[src/rtl/issue_scoreboard.sv]
`default_nettype none
// ============================================================================
// Module   : issue_scoreboard
// Brief    : Register-hazard scoreboard beside the ID stage. Tracks every
//            in-flight register write by age and result latency, producing
//            the issue stall and per-operand forwarding-stage selects.
// Revision : 1.0 - initial release
// ============================================================================
module issue_scoreboard #(
    parameter int NREG     = 32,
    parameter int AW       = 5,
    parameter int DEPTH    = 3,
    parameter int AGEW     = 2,
    parameter int ZERO_REG = 1
) (
    input  logic            clk,
    input  logic            reset,
    input  logic            issue_valid,
    input  logic [AW-1:0]   issue_rs,
    input  logic [AW-1:0]   issue_rt,
    input  logic            issue_rs_used,
    input  logic            issue_rt_used,
    input  logic            issue_wen,
    input  logic [AW-1:0]   issue_rd,
    input  logic [AGEW-1:0] issue_lat,
    input  logic [AGEW-1:0] kill_age,
    output logic            stall,
    output logic [AGEW-1:0] fwd_rs_sel,
    output logic [AGEW-1:0] fwd_rt_sel,
    output logic [NREG-1:0] pending
);

    // Oldest age an entry can hold; an entry at this age leaves WB next edge.
    localparam logic [AGEW-1:0] c_max_age = AGEW'(DEPTH - 1);
    localparam logic [AGEW-1:0] c_one     = AGEW'(1);

    logic [NREG-1:0] valid_q, valid_d;
    logic [AGEW-1:0] age_q [NREG];
    logic [AGEW-1:0] age_d [NREG];
    logic [AGEW-1:0] lat_q [NREG];
    logic [AGEW-1:0] lat_d [NREG];

    logic            w_rs_track, w_rt_track, w_rd_track;
    logic            w_rs_live, w_rt_live;
    logic            w_rs_hazard, w_rt_hazard;
    logic            w_accept;
    logic [AGEW-1:0] w_lat_eff;

    // Register 0 is hard-wired when ZERO_REG is set, so it never needs tracking.
    function automatic logic f_tracked(input logic [AW-1:0] r);
        return !((ZERO_REG != 0) && (r == '0));
    endfunction

    // Source lookup against the current (older) entries: hazards and selects.
    always_comb begin
        w_rs_track  = f_tracked(issue_rs);
        w_rt_track  = f_tracked(issue_rt);
        w_rd_track  = f_tracked(issue_rd);
        w_rs_live   = issue_rs_used & w_rs_track & valid_q[issue_rs];
        w_rt_live   = issue_rt_used & w_rt_track & valid_q[issue_rt];
        w_rs_hazard = w_rs_live & (age_q[issue_rs] < lat_q[issue_rs]);
        w_rt_hazard = w_rt_live & (age_q[issue_rt] < lat_q[issue_rt]);
        stall       = issue_valid & (w_rs_hazard | w_rt_hazard);
        fwd_rs_sel  = w_rs_live ? (age_q[issue_rs] + c_one) : '0;
        fwd_rt_sel  = w_rt_live ? (age_q[issue_rt] + c_one) : '0;
        w_accept    = issue_valid & ~stall & (kill_age == '0) & issue_wen & w_rd_track;
        if (issue_lat == '0) begin
            w_lat_eff = c_one;
        end else if (issue_lat > c_max_age) begin
            w_lat_eff = c_max_age;
        end else begin
            w_lat_eff = issue_lat;
        end
    end

    // Next entry state: kill, then retire, then age; a new issue overrides all.
    always_comb begin
        valid_d = valid_q;
        for (int r = 0; r < NREG; r++) begin
            age_d[r] = age_q[r];
            lat_d[r] = lat_q[r];
            if (valid_q[r]) begin
                if (age_q[r] < kill_age) begin
                    valid_d[r] = 1'b0;
                end else if (age_q[r] >= c_max_age) begin
                    valid_d[r] = 1'b0;
                end else begin
                    age_d[r] = age_q[r] + c_one;
                end
            end
        end
        if (w_accept) begin
            valid_d[issue_rd] = 1'b1;
            age_d[issue_rd]   = c_one;
            lat_d[issue_rd]   = w_lat_eff;
        end
    end

    // Entry storage; reset discards all in-flight state immediately.
    always_ff @(posedge clk or posedge reset) begin
        if (reset) begin
            valid_q <= '0;
            for (int r = 0; r < NREG; r++) begin
                age_q[r] <= '0;
                lat_q[r] <= '0;
            end
        end else begin
            valid_q <= valid_d;
            for (int r = 0; r < NREG; r++) begin
                age_q[r] <= age_d[r];
                lat_q[r] <= lat_d[r];
            end
        end
    end

    assign pending = valid_q;

endmodule
`default_nettype wire

[config.mk]
export PLATFORM = sky130hd
export DESIGN_NAME = issue_scoreboard
export DESIGN_NICKNAME = d
export VERILOG_FILES = /design/src/rtl/issue_scoreboard.sv
export SDC_FILE = /design/constraint.sdc
export NUM_CORES = 1
export LEC_CHECK = 0
export ABC_CLOCK_PERIOD_IN_PS = 7690
export CELL_PAD_IN_SITES_DETAIL_PLACEMENT = 2
export CELL_PAD_IN_SITES_GLOBAL_PLACEMENT = 2
export CORE_MARGIN = 2
export CORE_UTILIZATION = 38
export CTS_BUF_LIST = sky130_fd_sc_hd__clkbuf_8
export DETAILED_ROUTE_END_ITERATION = 16
export PLACE_DENSITY_LB_ADDON = 0.08
export REMOVE_ABC_BUFFERS = 1
export SYNTH_ARGS = -nofsm -noshare
export SYNTH_HDL_FRONTEND = slang
export SYNTH_SLANG_ARGS = --single-unit
[constraint.sdc]
create_clock -name clk -period 7.69 [get_ports clk]
set_clock_uncertainty 0.2 [all_clocks]
set_input_delay 2.307 -clock clk [delete_from_list [all_inputs] [get_ports clk]]
set_output_delay 2.307 -clock clk [all_outputs]
set_load 0.01 [all_outputs]
==> impl_metrics.toml, run 1 <==
[placement]
pre_cts_slack_ns = -0.597
hpwl_mm = 28.9
portBuffers = 60
finalWeightedCongestion = 0.813
dp_cells = 1555

[sta]
max_freq_mhz = 131
setup_violations = 0
worstMarginPinSlew_ns = 1.05
fin_crit_sh_pct = 98.9
setup_slack_ns = 0.0840
slew_violations = 0
relSlewSlack_pct = 29.4
final.min_clock_period_ns = 7.61
hold_violations = 0
rsz0062_at_grt = "false"

[logic_synthesis]
synth_edf_count = 0
muxShareOfSynthArea_pct = 22.1
synth_simple_gate_area_share_pct = 11.2
synthCells = 1082
ys_seq_elements = 160
synth_compound_area_share_pct = 14.5
synth_xor_area_share_pct = 0.154
ys_warn_count = 0
async_reset_ff_share_pct = 100
yosys.cell_types.count = 67
ys.flop_type = "dfrtp_1"
seq_area_frac_synth_pct = 35.2
synth_top_family_by_area = "multiplexers"
syn_avg_cell_area_sq_um = 10.5
synthAdderAreaFrac_pct = 10.8
netlist_area_sq_um = 11400

[routing]
drt-total-wl_mm = 38.4
vias_per_cell = 5.72
drtIter0Drc = 539
drc_errors = 0
dr.pass1.iters = 5
detail-route-antenna-nets = 0
wire_per_inst_um = 24.2
num_vias = 9093

[clock_tree]
cts.sinks = 160
clkTransAtPathRegs_ns = 0.10
numCtsBuffers = 17
h-tree-depth = 4
worstSkewPairLatency_ns = 0.50
cts_buffer_depth = 2
tritoncts = "done"
cts_root_buf = "clkbuf_8"

[setup_path]
arrival_ns = 5.10
critPathKind = "in2out"
crit_required_ns = 5.18
critPathMaxFanout = 12
startpoint_type = "input pin"
worstSetupEndpointType = "primary output"
reg2reg_depth = 11

[power_and_ir_drop]
ir_drop_v = 0.0000957
power_mw = 2.03
leakage_nw = 6.28
power_density_nw_per_um2 = 152

[finish]
antenna_cells = 0
nFillCells = 3104
ff_latch_area_sq_um = 4000
utilization_pct = 45.2
nNetsFinal = 1310
synthToLayoutAreaGrowth_pct = 17.3
multi_input_comb_area_sq_um = 6700
final_cell_mix = "160 x dfrtp_1, 98 x ha_1, 97 x inv_1, 97 x nand2_1, 89 x mux2i_1"
layout-drive-gt1-share_pct = 18.7
final_common_cell = "dfrtp_1"
layout.cells.non_filler = 1590

[floorplanning]
core-area_sq_um = 29600
die_area_sq_um = 31400
fp-row-count = 63
die_w_um = 177
start_util_pct = 38.5
dieHeight_um = 177
ios = 62

[run_status]
status = "finished, final reports clean"

[global_route]
gr-usage-all-layers_pct = 25.9
grt_max_degree = 93
overflow = 0
grt_pass1_vias = 10107
grt_antenna_before_repair = 1
grt_pass1_wl_mm = 60.9

[run]
drv_cap = 0

[hold_path]
holdPathStages = 0
hp-class = "reg2reg"
-- worst max-delay path, stage by stage --
cell and delay, ns:
clkdlybuf4s50_1 0.51, buf_12 0.16, buf_4 0.13, mux4_1 0.33
and3b_1 0.23, or4_1 0.52, o2111ai_2 0.17, buf_4 0.18
nor2_1 0.06, clkdlybuf4s50_1 0.48
-- metal layers --
| metal | share of wire, % | vias up | global-route usage [%] | wire length (um) |
|---|---|---|---|---|
| met1 | 46 | 4808 | 35.2 | 17800 |
| met5 | 0 | - | 0 | 0 |
| met3 | 3.2 | 39 | 4.27 | 1220 |
| met2 | 49 | 132 | 43.0 | 18800 |
| li1 | - | 4114 | - | - |
| met4 | 1.8 | 0 | 6.54 | 693 |
-- cells by family (layout without fill, tap and decap cells) --
kind of cell,count (synthesis),in the layout
AOI/OAI and AO/OA,232,232
xor gates and xnor gates,2,2
adders and majority gates,98,98
buffers and inverters,158,276
DFF,160,160
muxes,175,175
and+or+nand+nor,257,257
-- state kept, by name, indices dropped and copies added, names as in the netlist --
signal   count
lat_q       64
age_q       64
pending     32
-- cell type report --
type | instances | share of cell area [%]
Tap cell | 390 | 3.65
Clock buffer | 17 | 1.75
Clock inverter | 15 | 1.54
Multi-Input combinational cell | 764 | 50.2
Sequential cell | 160 | 30.0
Timing Repair Buffer | 146 | 10.1
Inverter | 98 | 2.79
-- worst paths after layout --
path | end | from | slack (ns)
hold / removal | lat_q[62]$_DFFE_PP0P_ | lat_q[62]$_DFFE_PP0P_ | 0.23
setup reg to reg | lat_q[27]$_DFFE_PP0P_ | age_q[25]$_DFF_PP0_ | 3.49
setup / recovery | fwd_rt_sel[1] | issue_rt[2] | 0.08
hold reg to reg | lat_q[62]$_DFFE_PP0P_ | lat_q[62]$_DFFE_PP0P_ | 0.23
max in group asynchronous | pending[20]$_DFF_PP0_ | reset | 4.22
min in group asynchronous | age_q[43]$_DFF_PP0_ | reset | 2.09
-- synth_stat cells (all sizes together) (5+ instances only) --
cell,n,area share [%]
clkbuf,21,0.69
ha,98,11
nor2b,9,0.49
mux2i,89,7.8
and2,11,0.60
o211a,8,0.70
mux4,51,10
nand2,97,3.2
o22ai,8,0.44
a211oi,13,0.86
buf,39,2.2
dfrtp,160,35
o211ai,12,0.79
or4,10,0.79
o21a,24,1.6
nand2b,16,0.88
o221ai,14,1.1
inv,98,3.2
nor2,61,2.0
or3,12,0.69
o31ai,11,0.73
or2,5,0.27
o21ai,46,2.0
nor3,20,1.2
a21boi,33,2.2
nand3,5,0.22
mux2,35,4.0
a21oi,27,1.2
a21o,11,0.73
-- through the flow --
step	hold slack [ns]	area, sq um	setup TNS, ns
floorplan	0.169	11100	0
detailed placement	0.209	12900	-1.45
global placement	0.186	12900	-1.20
CTS	0.227	13300	0
finish	0.228	13400	0
global route	0.244	13400	0
-- what timing repair did --
| item | CTS | global route |
|---|---|---|
| hold buffers | 0 | 0 |
| resized for setup | 7 | 8 |
| pin swaps | 3 | 3 |
| buffers inserted | 3 | 0 |
| endpoints found under the setup margin | 3 | 3 |
-- where the power goes --
group / switching, mW / internal, mW / total, mW
Combinational: 0.208 / 0.167 / 0.375
Clock: 0.374 / 0.358 / 0.732
Sequential: 0.0465 / 0.878 / 0.924
Total: 0.628 / 1.40 / 2.03
Power figures use the tool's default switching activity.
==> run 2, diff against run 1 <==
ABC_CLOCK_PERIOD_IN_PS = 9100   (was 7690)
CAP_MARGIN = 25   (was not set)
CORE_UTILIZATION = 39   (was 38)
PLACE_DENSITY = 0.84   (was not set)
PLACE_DENSITY_LB_ADDON = not set   (was 0.08)
clock period = 9.1 ns   (was 7.69 ns; I/O delays follow)
==> run 2 against run 1 <==
Compared with the run above:
- core utilization barely moved
- setup slack better by 0.017 ns
- final area fell by 3.0%
- count of clock-buffer cells in the layout is the same
- wire length up 7.6%
- clock power shrank 21%
- sequential power is 15% lower
- global-route usage grew 2.0 points
- via count grew 3.0%
- hold slack worse by 0.0021 ns
- final cell count shrank 3.2%
- non-clock buffer count is 45 lower
- critical endpoint is now stall
- highest routed layer is now met5
==> impl_metrics.toml, run 2 (synthesized netlist as in run 1, its figures left out) <==
[power_and_ir_drop]
leakage_nw = 6.01
power_mw = 1.68
ir_drop_v = 0.0000867
power_density_nw_per_um2 = 129

[floorplanning]
ios = 62
start_util_pct = 39.7
die_area_sq_um = 30600
dieHeight_um = 175
fp-row-count = 62
core-area_sq_um = 28700
die_w_um = 175

[sta]
relSlewSlack_pct = 32.6
final.min_clock_period_ns = 9.00
max_freq_mhz = 111
setup_tns_ns = 0
hold_violations = 0
setup_violations = 0
rsz0062_at_grt = "false"
fin_crit_sh_pct = 98.9
worstMarginPinSlew_ns = 0.998
setup_slack_ns = 0.101
slew_violations = 0

[setup_path]
crit_path_start = "issue_rt[2]"
rrSetupSlack_ns = 4.85
crit_required_ns = 6.17
slowest_stage = "clkdlybuf4s50_1"
startpoint_type = "input pin"
slowest_delay_ns = 0.53
worstSetupEndpointType = "primary output"
r2r_start = "age_q[39]$_DFF_PP0_"
critPathKind = "in2out"
critPathMaxFanout = 21
cp_num_buf_inv = 3
worst_r2r_endpoint = "lat_q[31]$_DFFE_PP0P_"
cp_top_family = "buffers and inverters"
arrival_ns = 6.07
cp_cell_sequence = "clkdlybuf4s50_1 -> buf_12 -> mux4_1 -> mux2i_2 -> nor2b_1 -> o32a_1 -> o31a_1 -> o32ai_4 -> and2_1 -> clkdlybuf4s50_1"
reg2reg_depth = 11
crit_top_cell = "clkdlybuf4s50_1"

[global_route]
gr-usage-all-layers_pct = 28.0
grt_max_degree = 97
grt_antenna_before_repair = 2
grt_pass1_vias = 10511
grt_pass1_wl_mm = 64.4
overflow = 0

[clock_tree]
cts_buffer_depth = 2
tritoncts = "done"
worstSkewPairLatency_ns = 0.50
cts.sinks = 160
numCtsBuffers = 17
post_cts_buffers = 0
clkTransAtPathRegs_ns = 0.11
hold_buffers = 0
cts_root_buf = "clkbuf_8"
h-tree-depth = 4

[placement]
postPlaceCellArea_sq_um = 12500
finalWeightedCongestion = 0.861
pre_cts_slack_ns = -0.0674
portBuffers = 60
hpwl_mm = 30.4

[finish]
final_common_cell = "dfrtp_1"
final_cell_area_sq_um = 13000
antenna_cells = 0
nNetsFinal = 1265
synthToLayoutAreaGrowth_pct = 13.8
utilization_pct = 45.1
final_cell_mix = "160 x dfrtp_1, 98 x ha_1, 97 x inv_1, 97 x nand2_1, 88 x mux2i_1"
layout-drive-gt1-share_pct = 15.9

[routing]
vias_per_cell = 6.09
drc_errors = 0
wire_per_inst_um = 26.9
dr.pass1.iters = 5
drtIter0Drc = 554
detail-route-antenna-nets = 0
drt-total-wl_mm = 41.4
num_vias = 9370

[hold_path]
min-delay-start = "lat_q[62]$_DFFE_PP0P_"
whs_endpoint = "lat_q[62]$_DFFE_PP0P_"
hp-class = "reg2reg"
holdPathStages = 0

[run_status]
status = "finished, final reports clean"

[run]
drv_cap = 0
[run 2: cell count changes in the layout (fill, tap and decap cells not counted), moves of 2 or more]
cell	delta
buf_4	-39
buf_12	-4
inv_6	+3
o221ai_2	+6
buf_6	-3
o221ai_1	-6
clkinvlp_4	-2
clkdlybuf4s50_1	+3
bufinv_16	-2
[run 2: cell type report]
cell class	instances	area, sq um
clock buffers	17	234
clock inverters	15	171
fillers	2986	15700
inverters	98	373
multi-input cells	764	6730
flip-flops and latches	160	4000
well taps	384	480
repair buffers	101	961
[run 2: worst max-delay path by stage]
stage | cells after the start | slack, ns | end
floorplan | 9 | 0.81 | stall
global placement | 12 | 0.02 | stall
detailed placement | 12 | -0.07 | stall
CTS | 10 | 0.02 | stall
global route | 10 | 0.02 | stall
finish | 10 | 0.10 | stall
[run 2: per-layer routing]
metal / global-route usage (%) / vias to the layer above / routed length [um]
met5: 0 / - / 12
met4: 11.1 / 2 / 1630
met3: 4.50 / 107 / 2010
met2: 48.0 / 288 / 20700
met1: 35.2 / 4948 / 17000
li1: - / 4025 / -
[run 2: repair_timing]
item / CTS / global route
resized for setup: 6 / 9
pin swaps: 0 / 1
setup endpoints to repair: 1 / 3
[run 2: per-stage QoR]
| step | hold WS, ns | std cells |
|---|---|---|
| floorplan | 0.169 | 1022 |
| global placement | 0.185 | 1507 |
| detailed placement | 0.191 | 1507 |
| CTS | 0.217 | 1539 |
| global route | 0.237 | 1539 |
| finish | 0.226 | 1539 |
[run 2: report_power, final]
group | switching, mW | internal (mW)
Clock | 0.327 | 0.253
Sequential | 0.0429 | 0.742
Combinational | 0.184 | 0.127
Total | 0.554 | 1.12
==> run 3, diff against run 2 <==
MAX_ROUTING_LAYER = met4   (was not set)
PLACE_DENSITY = not set   (was 0.84)
PLACE_DENSITY_LB_ADDON = 0.1   (was not set)
==> run 3 against run 2 <==
Compared with the run above:
- sequential power down 0.5%
- count of clock-buffer cells in the layout up 1
- sequential share of layout area up 0.099 points
- critical path type unchanged
- critical endpoint unchanged
- highest routed layer is now met4
==> impl_metrics.toml, run 3 (synthesized netlist as in run 1, its figures left out) <==
[run_status]
status = "finished, final reports clean"

[routing]
dr.pass1.iters = 5
detail-route-antenna-nets = 0
vias_per_cell = 5.83
num_vias = 8961
drt-total-wl_mm = 38.1
drc_errors = 0
drtIter0Drc = 488
wire_per_inst_um = 24.8

[power_and_ir_drop]
switching_share_pct = 31.1
p_switching_mw = 0.517
power.internal_mw = 1.14
comb_power_share_pct = 17.9
ir_drop_v = 0.0000838
power_density_nw_per_um2 = 129
p_seq_share_pct = 47.0
leakage_nw = 5.99
clkPwrFrac_pct = 35.1

[sta]
worstMarginPinSlew_ns = 1.11
final.min_clock_period_ns = 8.93
slew_violations = 0
fin_crit_sh_pct = 98.1
relSlewSlack_pct = 25.9
max_freq_mhz = 112
hold_violations = 0
rsz0062_at_grt = "false"
setup_tns_ns = 0
setup_violations = 0

[floorplanning]
fp-row-count = 62
die_area_sq_um = 30600
ios = 62
die_w_um = 175
start_util_pct = 39.7
dieHeight_um = 175
core-area_sq_um = 28700

[hold_path]
hp-class = "reg2reg"

[clock_tree]
worstSkewPairLatency_ns = 0.50
cts_root_buf = "clkbuf_8"
clkTransAtPathRegs_ns = 0.10
numCtsBuffers = 17
cts.sinks = 160
h-tree-depth = 4
cts_buffer_depth = 2
post_cts_buffers = 0
tritoncts = "done"

[finish]
antenna_cells = 0
final_common_cell = "dfrtp_1"
layout-drive-gt1-share_pct = 15.2
nNetsFinal = 1263
synthToLayoutAreaGrowth_pct = 13.4
utilization_pct = 45.0
final_cell_mix = "160 x dfrtp_1, 99 x inv_1, 98 x ha_1"

[global_route]
grt.met1_usage_pct = 35.9
grt_pass1_vias = 9692
gr-usage-all-layers_pct = 26.7
overflow = 0
grt_util_met2_pct = 42.3
grt_pass1_wl_mm = 59.8
grt_antenna_before_repair = 1
top_usage_layer = "met2"
grtUsageMet3_pct = 3.68
grt_max_degree = 160

[setup_path]
rrSetupSlack_ns = 4.96
cp_cell_sequence = "clkdlybuf4s50_1 -> or2_4 -> o221ai_1 -> o22ai_1 -> or3_1 -> o31ai_2 -> ha_1 -> a311o_1 -> o32ai_4 -> and2_1 -> clkdlybuf4s50_1"
crit_required_ns = 6.17
slowest_delay_ns = 0.54
startpoint_type = "input pin"
arrival_ns = 6.00
critPathMaxFanout = 10
crit_top_cell = "clkdlybuf4s50_1"
worstSetupEndpointType = "primary output"
slowest_stage = "clkdlybuf4s50_1"
critPathKind = "in2out"

[placement]
finalWeightedCongestion = 0.830
hpwl_mm = 27.9
portBuffers = 60

[run]
drv_cap = 0
-- run 3: cell count changes in the layout (fill, tap and decap cells not counted), moves of 2 or more --
| cell | change |
|---|---|
| inv_6 | -7 |
| o221ai_2 | -4 |
| inv_1 | +2 |
| clkinvlp_4 | +3 |
| o221ai_1 | +4 |
-- run 3: timing repair --
action	in CTS	in global routing
setup endpoints to repair	1	1
resized for setup	1	4
cloned	0	0
hold buffers	0	0
endpoints found under the hold margin	0	0
-- run 3: critical path: cells and delay by family --
kind                     cells  cell delay [ns]
adder cells (fa/ha/maj)      1             0.29
buffers and inverters        2             1.04
AO/OA/AOI/OAI                5             1.03
AND/OR/NAND/NOR              3             0.91
-- run 3: power by group through the flow --
stage,combinational (mW),sequential [mW],clock (mW)
final,0.297,0.781,0.584
after global routing,0.329,0.786,0.621
after CTS,0.300,0.781,0.598
after detailed placement,0.297,0.794,0
after global placement,0.284,0.792,0
after floorplan,0.169,0.777,0
-- run 3: per-layer routing --
layer / part of all wire, % / vias to the layer above
li1: - / 4022
met1: 46 / 4748
met2: 48 / 149
met3: 3.4 / 42
met4: 2.1 / 0
met5: 0 / -
-- run 3: area by class of cell --
cell class	instances	area, sq um
clock buffer	18	248
multi-input combinational	764	6710
fill	3018	15800
clock inverter	14	168
tap	384	480
inverter	98	373
sequential	160	4000
timing repair buffer	99	936
-- run 3: through the flow --
stage,power (mW),instances,setup slack [ns],cell area (sq um),hold WS [ns]
finish,1.66,1537,0.174,12900,0.217
global route,1.74,1537,0.0317,12900,0.218
CTS,1.68,1536,0.0228,12900,0.212
detailed placement,1.09,1504,0.000721,12500,0.187
global placement,1.08,1504,0.0673,12500,0.186
floorplan,0.946,1022,0.809,11100,0.169
-- run 3: final timing paths --
check	endpoint	cells past startpoint	from
setup / recovery	stall	11	issue_rs[2]
hold / removal	lat_q[62]$_DFFE_PP0P_	0	lat_q[62]$_DFFE_PP0P_
setup reg to reg	lat_q[27]$_DFFE_PP0P_	11	age_q[33]$_DFF_PP0_
hold reg to reg	lat_q[62]$_DFFE_PP0P_	0	lat_q[62]$_DFFE_PP0P_
max in group asynchronous	age_q[40]$_DFF_PP0_	3	reset
min in group asynchronous	age_q[43]$_DFF_PP0_	2	reset
